**src/rtl/pulse_voice.sv**
```systemverilog
// pulse_voice: square-wave voice with duty sequencer, volume envelope,
// length counter and a free-running frame pulse for downstream alignment.
// Ports: i_clk, i_rst (sync, active-high), i_load strobe + config
// (i_period, i_duty, i_volume, i_env_en, i_len, i_sweep_shift, i_sweep_neg),
// o_output (9-bit mixer compare), o_frame_pulse, o_active.
// Optional frequency sweep: define PULSE_VOICE_SWEEP_EN.
module pulse_voice #(
  parameter int TICK_DIV  = 28,
  parameter int FRAME_DIV = 104166
) (
  input  logic        i_clk,
  input  logic        i_rst,
  input  logic        i_load,
  input  logic [10:0] i_period,
  input  logic [1:0]  i_duty,
  input  logic [3:0]  i_volume,
  input  logic        i_env_en,
  input  logic [7:0]  i_len,
  input  logic [2:0]  i_sweep_shift,
  input  logic        i_sweep_neg,
  output logic [8:0]  o_output,
  output logic        o_frame_pulse,
  output logic        o_active
);

  localparam int TW = (TICK_DIV  > 1) ? $clog2(TICK_DIV)  : 1;
  localparam int FW = (FRAME_DIV > 1) ? $clog2(FRAME_DIV) : 1;

  logic [TW-1:0] presc_q, presc_d;
  logic [FW-1:0] frame_q, frame_d;
  logic          fp_q, fp_d;
  logic [10:0]   timer_q, timer_d;
  logic [2:0]    step_q, step_d;
  logic [10:0]   period_q, period_d;
  logic [1:0]    duty_q, duty_d;
  logic [3:0]    vol_q, vol_d;
  logic          env_en_q, env_en_d;
  logic [7:0]    len_q, len_d;
  logic [7:0]    len_cnt_q, len_cnt_d;
  logic          active_q, active_d;
  logic [8:0]    out_q, out_d;

  logic          tick;
  logic          frame_wrap;
  logic [7:0]    pattern;
  logic          mute;

`ifdef PULSE_VOICE_SWEEP_EN
  logic [2:0]    sw_shift_q, sw_shift_d;
  logic          sw_neg_q, sw_neg_d;
  logic          sw_mute_q, sw_mute_d;
  logic [11:0]   sw_delta;
  logic [11:0]   sw_target;
`else
  logic          unused_sweep;
  assign unused_sweep = ^{i_sweep_shift, i_sweep_neg};
`endif

  // Bit n of the pattern is the level during step n.
  always_comb begin
    pattern = 8'b0000_0010;
    unique case (duty_q)
      2'd0: pattern = 8'b0000_0010;
      2'd1: pattern = 8'b0000_0110;
      2'd2: pattern = 8'b0001_1110;
      2'd3: pattern = 8'b1111_1001;
    endcase
  end

`ifdef PULSE_VOICE_SWEEP_EN
  always_comb begin
    sw_delta = {1'b0, period_q} >> sw_shift_q;
    if (sw_neg_q) sw_target = {1'b0, period_q} - sw_delta;
    else          sw_target = {1'b0, period_q} + sw_delta;
  end
  assign mute = (period_q < 11'd8) | sw_mute_q;
`else
  assign mute = (period_q < 11'd8);
`endif

  assign tick       = (presc_q == TW'(TICK_DIV - 1));
  assign frame_wrap = (frame_q == FW'(FRAME_DIV - 1));

  always_comb begin
    presc_d   = tick ? '0 : presc_q + 1'b1;
    frame_d   = frame_wrap ? '0 : frame_q + 1'b1;
    fp_d      = frame_wrap;
    timer_d   = timer_q;
    step_d    = step_q;
    period_d  = period_q;
    duty_d    = duty_q;
    vol_d     = vol_q;
    env_en_d  = env_en_q;
    len_d     = len_q;
    len_cnt_d = len_cnt_q;
    active_d  = active_q;
`ifdef PULSE_VOICE_SWEEP_EN
    sw_shift_d = sw_shift_q;
    sw_neg_d   = sw_neg_q;
    sw_mute_d  = sw_mute_q;
`endif

    if (i_load) begin
      // A load pre-empts any tick or frame event in the same cycle.
      period_d  = i_period;
      duty_d    = i_duty;
      env_en_d  = i_env_en;
      len_d     = i_len;
      timer_d   = i_period;
      step_d    = 3'd0;
      vol_d     = i_env_en ? 4'd15 : i_volume;
      len_cnt_d = i_len;
      active_d  = 1'b1;
`ifdef PULSE_VOICE_SWEEP_EN
      sw_shift_d = i_sweep_shift;
      sw_neg_d   = i_sweep_neg;
      sw_mute_d  = 1'b0;
`endif
    end else begin
      if (tick) begin
        if (timer_q == 11'd0) begin
          timer_d = period_q;
          step_d  = step_q + 3'd1;
        end else begin
          timer_d = timer_q - 11'd1;
        end
      end
      if (fp_q) begin
        if (env_en_q && (vol_q != 4'd0))
          vol_d = vol_q - 4'd1;
        if ((len_q != 8'd0) && active_q) begin
          len_cnt_d = len_cnt_q - 8'd1;
          if (len_cnt_q <= 8'd1) begin
            len_cnt_d = 8'd0;
            active_d  = 1'b0;
          end
        end
`ifdef PULSE_VOICE_SWEEP_EN
        if ((sw_shift_q != 3'd0) && !sw_mute_q) begin
          if (sw_target > 12'd2047) sw_mute_d = 1'b1;
          else                      period_d  = sw_target[10:0];
        end
`endif
      end
    end

    out_d = 9'd0;
    if (active_q && pattern[step_q] && !mute)
      out_d = {1'b0, vol_q, 4'b0000};
  end

  always_ff @(posedge i_clk) begin
    if (i_rst) begin
      presc_q   <= '0;
      frame_q   <= '0;
      fp_q      <= 1'b0;
      timer_q   <= 11'd0;
      step_q    <= 3'd0;
      period_q  <= 11'd0;
      duty_q    <= 2'd0;
      vol_q     <= 4'd0;
      env_en_q  <= 1'b0;
      len_q     <= 8'd0;
      len_cnt_q <= 8'd0;
      active_q  <= 1'b0;
      out_q     <= 9'd0;
    end else begin
      presc_q   <= presc_d;
      frame_q   <= frame_d;
      fp_q      <= fp_d;
      timer_q   <= timer_d;
      step_q    <= step_d;
      period_q  <= period_d;
      duty_q    <= duty_d;
      vol_q     <= vol_d;
      env_en_q  <= env_en_d;
      len_q     <= len_d;
      len_cnt_q <= len_cnt_d;
      active_q  <= active_d;
      out_q     <= out_d;
    end
  end

`ifdef PULSE_VOICE_SWEEP_EN
  always_ff @(posedge i_clk) begin
    if (i_rst) begin
      sw_shift_q <= 3'd0;
      sw_neg_q   <= 1'b0;
      sw_mute_q  <= 1'b0;
    end else begin
      sw_shift_q <= sw_shift_d;
      sw_neg_q   <= sw_neg_d;
      sw_mute_q  <= sw_mute_d;
    end
  end
`endif

  assign o_output      = out_q;
  assign o_frame_pulse = fp_q;
  assign o_active      = active_q;

endmodule

```
**config.mk**
```make
export PLATFORM = sky130hd
export DESIGN_NAME = pulse_voice
export DESIGN_NICKNAME = d
export VERILOG_FILES = /design/src/rtl/pulse_voice.sv
export SDC_FILE = /design/constraint.sdc
export NUM_CORES = 1
export LEC_CHECK = 0
export ABC_AREA = 1
export CAP_MARGIN = 20
export CORE_ASPECT_RATIO = 0.5
export CORE_MARGIN = 5
export CORE_UTILIZATION = 56
export CTS_CLUSTER_SIZE = 8
export DETAILED_ROUTE_END_ITERATION = 10
export GPL_TIMING_DRIVEN = 0
export PLACE_DENSITY_LB_ADDON = 0.3
export SKIP_CTS_REPAIR_TIMING = 1
export SLEW_MARGIN = 25
export SYNTH_ARGS = -nofsm -noshare
export SYNTH_HDL_FRONTEND = slang
export SYNTH_SLANG_ARGS = --single-unit
export TNS_END_PERCENT = 100
```
**constraint.sdc**
```tcl
create_clock -name i_clk -period 1.7 [get_ports i_clk]
set_input_delay 0.51 -clock i_clk [delete_from_list [all_inputs] [get_ports i_clk]]
set_output_delay 0.51 -clock i_clk [all_outputs]
set_load 0.02 [all_outputs]
```
==> results.sh, run 1 <==
export IMPL_synth_distinct_cells=37
export IMPL_clk_path_buf_depth=2
export IMPL_tightest_slew_ns=0.5163
export IMPL_synth_top_area_frac=0.3871
export IMPL_synthCells=580
export IMPL_wl_um=9403
export IMPL_cp_start_kind="primary input"
export IMPL_num_rows=21
export IMPL_cts_root_buf="clkbuf_16"
export IMPL_synth_edff_count=0
export IMPL_synthesis_area_sq_um=3930
export IMPL_fillCellCount=577
export IMPL_grt_pass1_vias=3445
export IMPL_hold_ws_ns=0.4436
export IMPL_cp_max_fo=10
export IMPL_antenna_left=0
export IMPL_grt_total_usage=0.2152
export IMPL_endpoint_kind="flop"
export IMPL_async_flop_share=0
export IMPL_min_from="presc_q[0]$_SDFF_PP0_"
export IMPL_htreeDepth=3
export IMPL_vdd_drop_max_v=0.0004967
export IMPL_die_h_um=69.24
export IMPL_crit_slowest_cell="clkdlybuf4s50_1"
export IMPL_yosysWarnings=0
export IMPL_multiInputGateArea_sq_um=2097
export IMPL_seq_area_frac_synth=0.3871
export IMPL_ys_top_cells_by_count="nand2_1 (134), dfxtp_1 (76), nor2_1 (71), inv_1 (65), nand3_1 (56)"
export IMPL_post_place_cells=710
export IMPL_drtIter0Drc=407
export IMPL_synth_flop_cell="dfxtp_1"
export IMPL_worstHoldPathType="reg -> reg"
export IMPL_diodes=0
export IMPL_wl_per_cell_um=12.86
export IMPL_grt_setup_unrepaired="true"
export IMPL_vias=3840
export IMPL_port_buffer_count=34
export IMPL_dieArea_sq_um=8895
export IMPL_clk_pin_slew_ns=0.05
export IMPL_area_growth_pct=21.84
export IMPL_cp_arrival_ns=1.84
export IMPL_drc_errors=0
export IMPL_overflow=0
export IMPL_power_per_cell_area_nw_per_um2=916.7
export IMPL_setup_viol=0
export IMPL_initial_core_util=0.5820
export IMPL_synth_seq_cells=76
export IMPL_place_congestion=0.8566
export IMPL_drv_slew=0
export IMPL_cap_violations=0
export IMPL_drtPass1Iterations=6
export IMPL_ios=44
export IMPL_r2r_start="timer_q[0]$_SDFFE_PP0P_"
export IMPL_post_drt_via_cell_ratio=5.253
export IMPL_die_x_um=128.5
export IMPL_layout_cells_non_filler=731
export IMPL_grt_max_degree=13
export IMPL_regArea_sq_um=1523
export IMPL_path_cells="clkdlybuf4s50_1 > buf_6 > clkinvlp_4 > nand2_2 > clkbuf_4 > nor2_1"
export IMPL_cpLargestDelayFamily="buffers and inverters"
export IMPL_grt_antenna_before_repair=0
export IMPL_synth_largest_area_cell="dfxtp_1"
export IMPL_leakage_nw=2.185
export IMPL_critPathKind="in -> reg"
export IMPL_core_area_sq_um=6753
export IMPL_nNetsFinal=679
export IMPL_synth_area_top_cells="dfxtp_1 (39%), nand2_1 (13%), nand3_1 (7.1%), nor2_1 (6.8%), inv_1 (6.2%)"
export IMPL_cp_slowest_stage_delay_ns=0.56
export IMPL_grt_pass1_wl_um=15470
export IMPL_min_period_over_period=0.9482
export IMPL_cp_startpoint="i_rst"
export IMPL_avgSynthCellArea_sq_um=6.776
export IMPL_cts_sinks=76
export IMPL_max_freq_mhz=620.3
export IMPL_finClkSkew_ns=0.006341
export IMPL_final_layout_size_suffix_gt1_frac=0.1017
export IMPL_finalHoldViolCount=0
export IMPL_status="finished clean"
export IMPL_crit_buf_inv=4
export IMPL_cts_tree="built"
export IMPL_dp_hpwl_um=6729
export IMPL_cts_buffers=9
export IMPL_insertion_delay_ns=0.34
export IMPL_synth_most_common_cell="nand2_1"
export IMPL_crit_required_ns=1.93
export IMPL_post_route_min_period_ns=1.612
export IMPL_slew_headroom=0.6558
## power breakdown
group | internal (mW) | total, mW | leakage (nW) | switching [mW]
Clock | 1.02 | 1.77 | 0.129 | 0.748
Combinational | 0.281 | 0.680 | 1.43 | 0.399
Sequential | 1.87 | 1.94 | 0.624 | 0.0691
Total | 3.17 | 4.39 | 2.19 | 1.22
## final timing paths
kind / endpoint / slack (ns) / cells past startpoint
worst min-delay path: presc_q[0]$_SDFF_PP0_ / 0.44 / 1
worst max-delay path: frame_q[9]$_SDFF_PP0_ / 0.09 / 6
worst min register to register: presc_q[0]$_SDFF_PP0_ / 0.44 / 1
worst max register to register: timer_q[5]$_SDFFE_PP0P_ / 0.15 / 10
## sequential cells by signal, summed over array words and instances, names as in the netlist, 2 cells and up
register	count
frame_q	17
period_q	11
timer_q	11
len_cnt_q	8
len_q	8
presc_q	5
o_output	4
vol_q	4
step_q	3
duty_q	2
## layer usage
layer	share of wire	vias up	GRT usage
li1	-	1971	-
met1	0.45	1736	0.2721
met2	0.46	113	0.3412
met3	0.073	20	0.07923
met4	0.018	0	0.06706
met5	0	-	0
## cell families after synthesis
kind of cell	synth area share
XOR/XNOR	0.02006
buffers and inverters	0.09296
AO/OA/AOI/OAI	0.1337
flip-flops	0.3871
adder cells (fa/ha/maj)	0.03820
other	0.0009542
AND/OR/NAND/NOR	0.3270
## cell type report
cell class | count | area share
multi-input cells | 421 | 0.4379
flip-flops and latches | 76 | 0.3180
repair buffers | 39 | 0.08257
inverters | 66 | 0.05252
clock buffers | 12 | 0.05148
plain buffers | 21 | 0.02822
well taps | 92 | 0.02404
clock inverters | 4 | 0.005226
## stage by stage
step | power, mW | TNS, ns | util | cell area (sq um) | setup slack, ns
global route | 4.595 | -0.003214 | 0.7091 | 4788 | -0.003214
finish | 4.390 | 0 | 0.7091 | 4788 | 0.08800
CTS | 4.368 | -1.567 | 0.6919 | 4672 | -0.1653
detailed placement | 2.610 | -21.85 | 0.6517 | 4400 | -0.3962
floorplan | 2.414 | 0 | - | 3945 | 0.2725
global placement | 2.593 | -22.11 | 0.6517 | 4400 | -0.4220
## placed cells by master, fill, tap and decap left out, drive strengths merged
master and count:
nor3b 1, o221ai 1, dlymetal6s2s 7, clkinvlp 3, conb 5, clkbuf 20, o21bai 2, o21a 1
dfxtp 76, clkdlybuf4s50 27, xnor2 3, nor2 79, a22o 1, buf 18, xor2 6, nand4 7
nand3b 3, ha 12, or2 5, clkinv 2, a21oi 45, inv 65, nor3 6, o21ai 46
o211a 1, or3 1, nand3 58, nand2 136, a31oi 2
No activity file was read; power rests on OpenSTA's default activity.
==> inputs of run 2 (changes only) <==
--- a/config.mk
+++ b/config.mk
@@ -14,6 +14,7 @@
 export DETAILED_ROUTE_END_ITERATION = 10
 export GPL_TIMING_DRIVEN = 0
 export PLACE_DENSITY_LB_ADDON = 0.3
+export RECOVER_POWER = 50
 export SKIP_CTS_REPAIR_TIMING = 1
 export SLEW_MARGIN = 25
 export SYNTH_ARGS = -nofsm -noshare
==> run 2 against run 1 <==
Die area stayed put. Sequential power hardly changed. Maximum frequency is 0.71% lower. Worst hold slack better by 0.0014 ns. Count of clock-buffer cells in the layout stayed put. Critical endpoint is now period_q[5]$_SDFFE_PP0P_. Combinational power hardly changed. Register-to-register slack hardly changed.
==> results.sh, run 2 (synthesized netlist as in run 1, its figures left out) <==
export IMPL_min_period_over_period=0.9550
export IMPL_swShare=0.2770
export IMPL_wl_met2_um=4375
export IMPL_ff2ff_path_depth=10
export IMPL_insertion_delay_ns=0.34
export IMPL_grt_setup_unrepaired="true"
export IMPL_crit_slowest_cell="clkdlybuf4s50_1"
export IMPL_grt_total_usage=0.2152
export IMPL_p_int_mw=3.170
export IMPL_power_mw=4.385
export IMPL_num_rows=21
export IMPL_post_drt_via_cell_ratio=5.219
export IMPL_cts_sinks=76
export IMPL_top_layer="met4"
export IMPL_wl_um=9443
export IMPL_fin_area_sq_um=4732
export IMPL_clk_path_buf_depth=2
export IMPL_finClkSkew_ns=0.005702
export IMPL_cts_tree="built"
export IMPL_grt_pass1_vias=3445
export IMPL_drc_errors=0
export IMPL_die_h_um=69.24
export IMPL_power_per_cell_area_nw_per_um2=926.6
export IMPL_critPathKind="in -> reg"
export IMPL_overflow=0
export IMPL_setup_viol=0
export IMPL_slew_headroom=0.6488
export IMPL_final_common_cell="nand2_1"
export IMPL_cp_depth=6
export IMPL_finalHoldViolCount=0
export IMPL_cts_root_buf="clkbuf_16"
export IMPL_crit_buf_inv=4
export IMPL_port_buffer_count=34
export IMPL_dp_hpwl_um=6729
export IMPL_p_clk_frac=0.403
export IMPL_largest_register_ffs=17
export IMPL_place_area_sq_um=4400
export IMPL_vias=3815
export IMPL_ios=44
export IMPL_vdd_drop_max_v=0.0004980
export IMPL_max_flop_register="frame_q"
export IMPL_worstHoldPathType="reg -> reg"
export IMPL_nNetsFinal=679
export IMPL_htreeDepth=3
export IMPL_cp_max_fo=10
export IMPL_wl_per_cell_um=12.92
export IMPL_cts_buffers=9
export IMPL_place_congestion=0.8566
export IMPL_reg_top3="frame_q: 17 flops, period_q: 11 flops, timer_q: 11 flops"
export IMPL_crit_required_ns=1.92
export IMPL_hold_ws_ns=0.4450
export IMPL_max_freq_mhz=616.0
export IMPL_grt_max_degree=13
export IMPL_cp_arrival_ns=1.84
export IMPL_core_area_sq_um=6753
export IMPL_p_seq_frac=0.442
export IMPL_wl_met3_um=663
export IMPL_antenna_left=0
export IMPL_cap_violations=0
export IMPL_grt_pass1_wl_um=15470
export IMPL_cp_slowest_stage_delay_ns=0.57
export IMPL_cp_start_kind="primary input"
export IMPL_drv_slew=0
export IMPL_comb_power_share=0.154
export IMPL_post_route_min_period_ns=1.623
export IMPL_die_x_um=128.5
export IMPL_final_layout_size_suffix_gt1_frac=0.1002
export IMPL_status="finished clean"
export IMPL_leakage_nw=2.063
export IMPL_wl_met1_um=4270
export IMPL_p_switching_mw=1.215
export IMPL_tightest_slew_ns=0.5268
export IMPL_area_growth_pct=20.41
export IMPL_layout_common_cells="nand2_1 (133), dfxtp_1 (75), nor2_1 (69)"
export IMPL_drtIter0Drc=470
export IMPL_clk_pin_slew_ns=0.06
export IMPL_initial_core_util=0.5820
export IMPL_hold_depth=1
export IMPL_path_cells="clkdlybuf4s50_1 > buf_6 > clkinvlp_4 > clkbuf_2 > nand3_1 > o21ai_0"
export IMPL_dieArea_sq_um=8895
export IMPL_endpoint_kind="flop"
export IMPL_diodes=0
export IMPL_grt_antenna_before_repair=0
export IMPL_drtPass1Iterations=5
export IMPL_cpLargestDelayFamily="buffers and inverters"
-- run 2: cell types whose count changed in the layout (fill, tap and decap cells not counted) --
cell	previous run	this run
buf_2	6	4
clkbuf_2	3	5
clkbuf_1	4	11
clkbuf_4	3	5
dlymetal6s2s_1	7	1
buf_4	10	7
-- run 2: worst register-to-register path, cell delays in order (launching register included) --
cell,delay [ns]
dfxtp_1,0.32
inv_1,0.11
ha_1,0.15
inv_1,0.04
nor2_1,0.07
nand3_1,0.12
nor2_4,0.16
clkbuf_4,0.23
nand2_1,0.08
nand3_1,0.08
a21oi_1,0.07
-- run 2: worst paths after layout --
kind	to	from	slack (ns)
setup / recovery	period_q[5]$_SDFFE_PP0P_	i_rst	0.08
hold / removal	presc_q[0]$_SDFF_PP0_	presc_q[0]$_SDFF_PP0_	0.45
setup reg to reg	timer_q[1]$_SDFFE_PP0P_	timer_q[0]$_SDFFE_PP0P_	0.15
hold reg to reg	presc_q[0]$_SDFF_PP0_	presc_q[0]$_SDFF_PP0_	0.45
-- run 2: routing by layer --
metal / track usage / vias up
li1: - / 1970
met2: 0.3412 / 102
met4: 0.06706 / 0
met3: 0.07923 / 16
met1: 0.2721 / 1727
met5: 0 / -
-- run 2: layout make-up --
class	count	area, sq um
Tap cell	92	115.1
Buffer	21	135.1
Inverter	66	251.5
Sequential cell	76	1523
Clock buffer	12	246.5
Multi-Input combinational cell	421	2097
Timing Repair Buffer	39	339.1
Clock inverter	4	25.02
Fill cell	592	2021
-- run 2: power by group through the flow --
stage,clock network [mW],logic (mW),registers (mW)
final,1.77,0.677,1.94
after global routing,1.88,0.769,1.95
after detailed placement,0,0.637,1.97
after floorplan,0,0.453,1.96
after global placement,0,0.623,1.97
after CTS,1.79,0.642,1.94
-- run 2: metrics by stage --
step / TNS [ns] / instances / worst slack (ns) / util
6_report: 0 / 731 / 0.07652 / 0.7008
5_1_grt: -0.003214 / 731 / -0.003214 / 0.7008
4_1_cts: -1.567 / 726 / -0.1653 / 0.6919
3_5_place_dp: -21.85 / 710 / -0.3962 / 0.6517
3_3_place_gp: -22.11 / 710 / -0.4220 / 0.6517
2_1_floorplan: 0 / 584 / 0.2725 / -
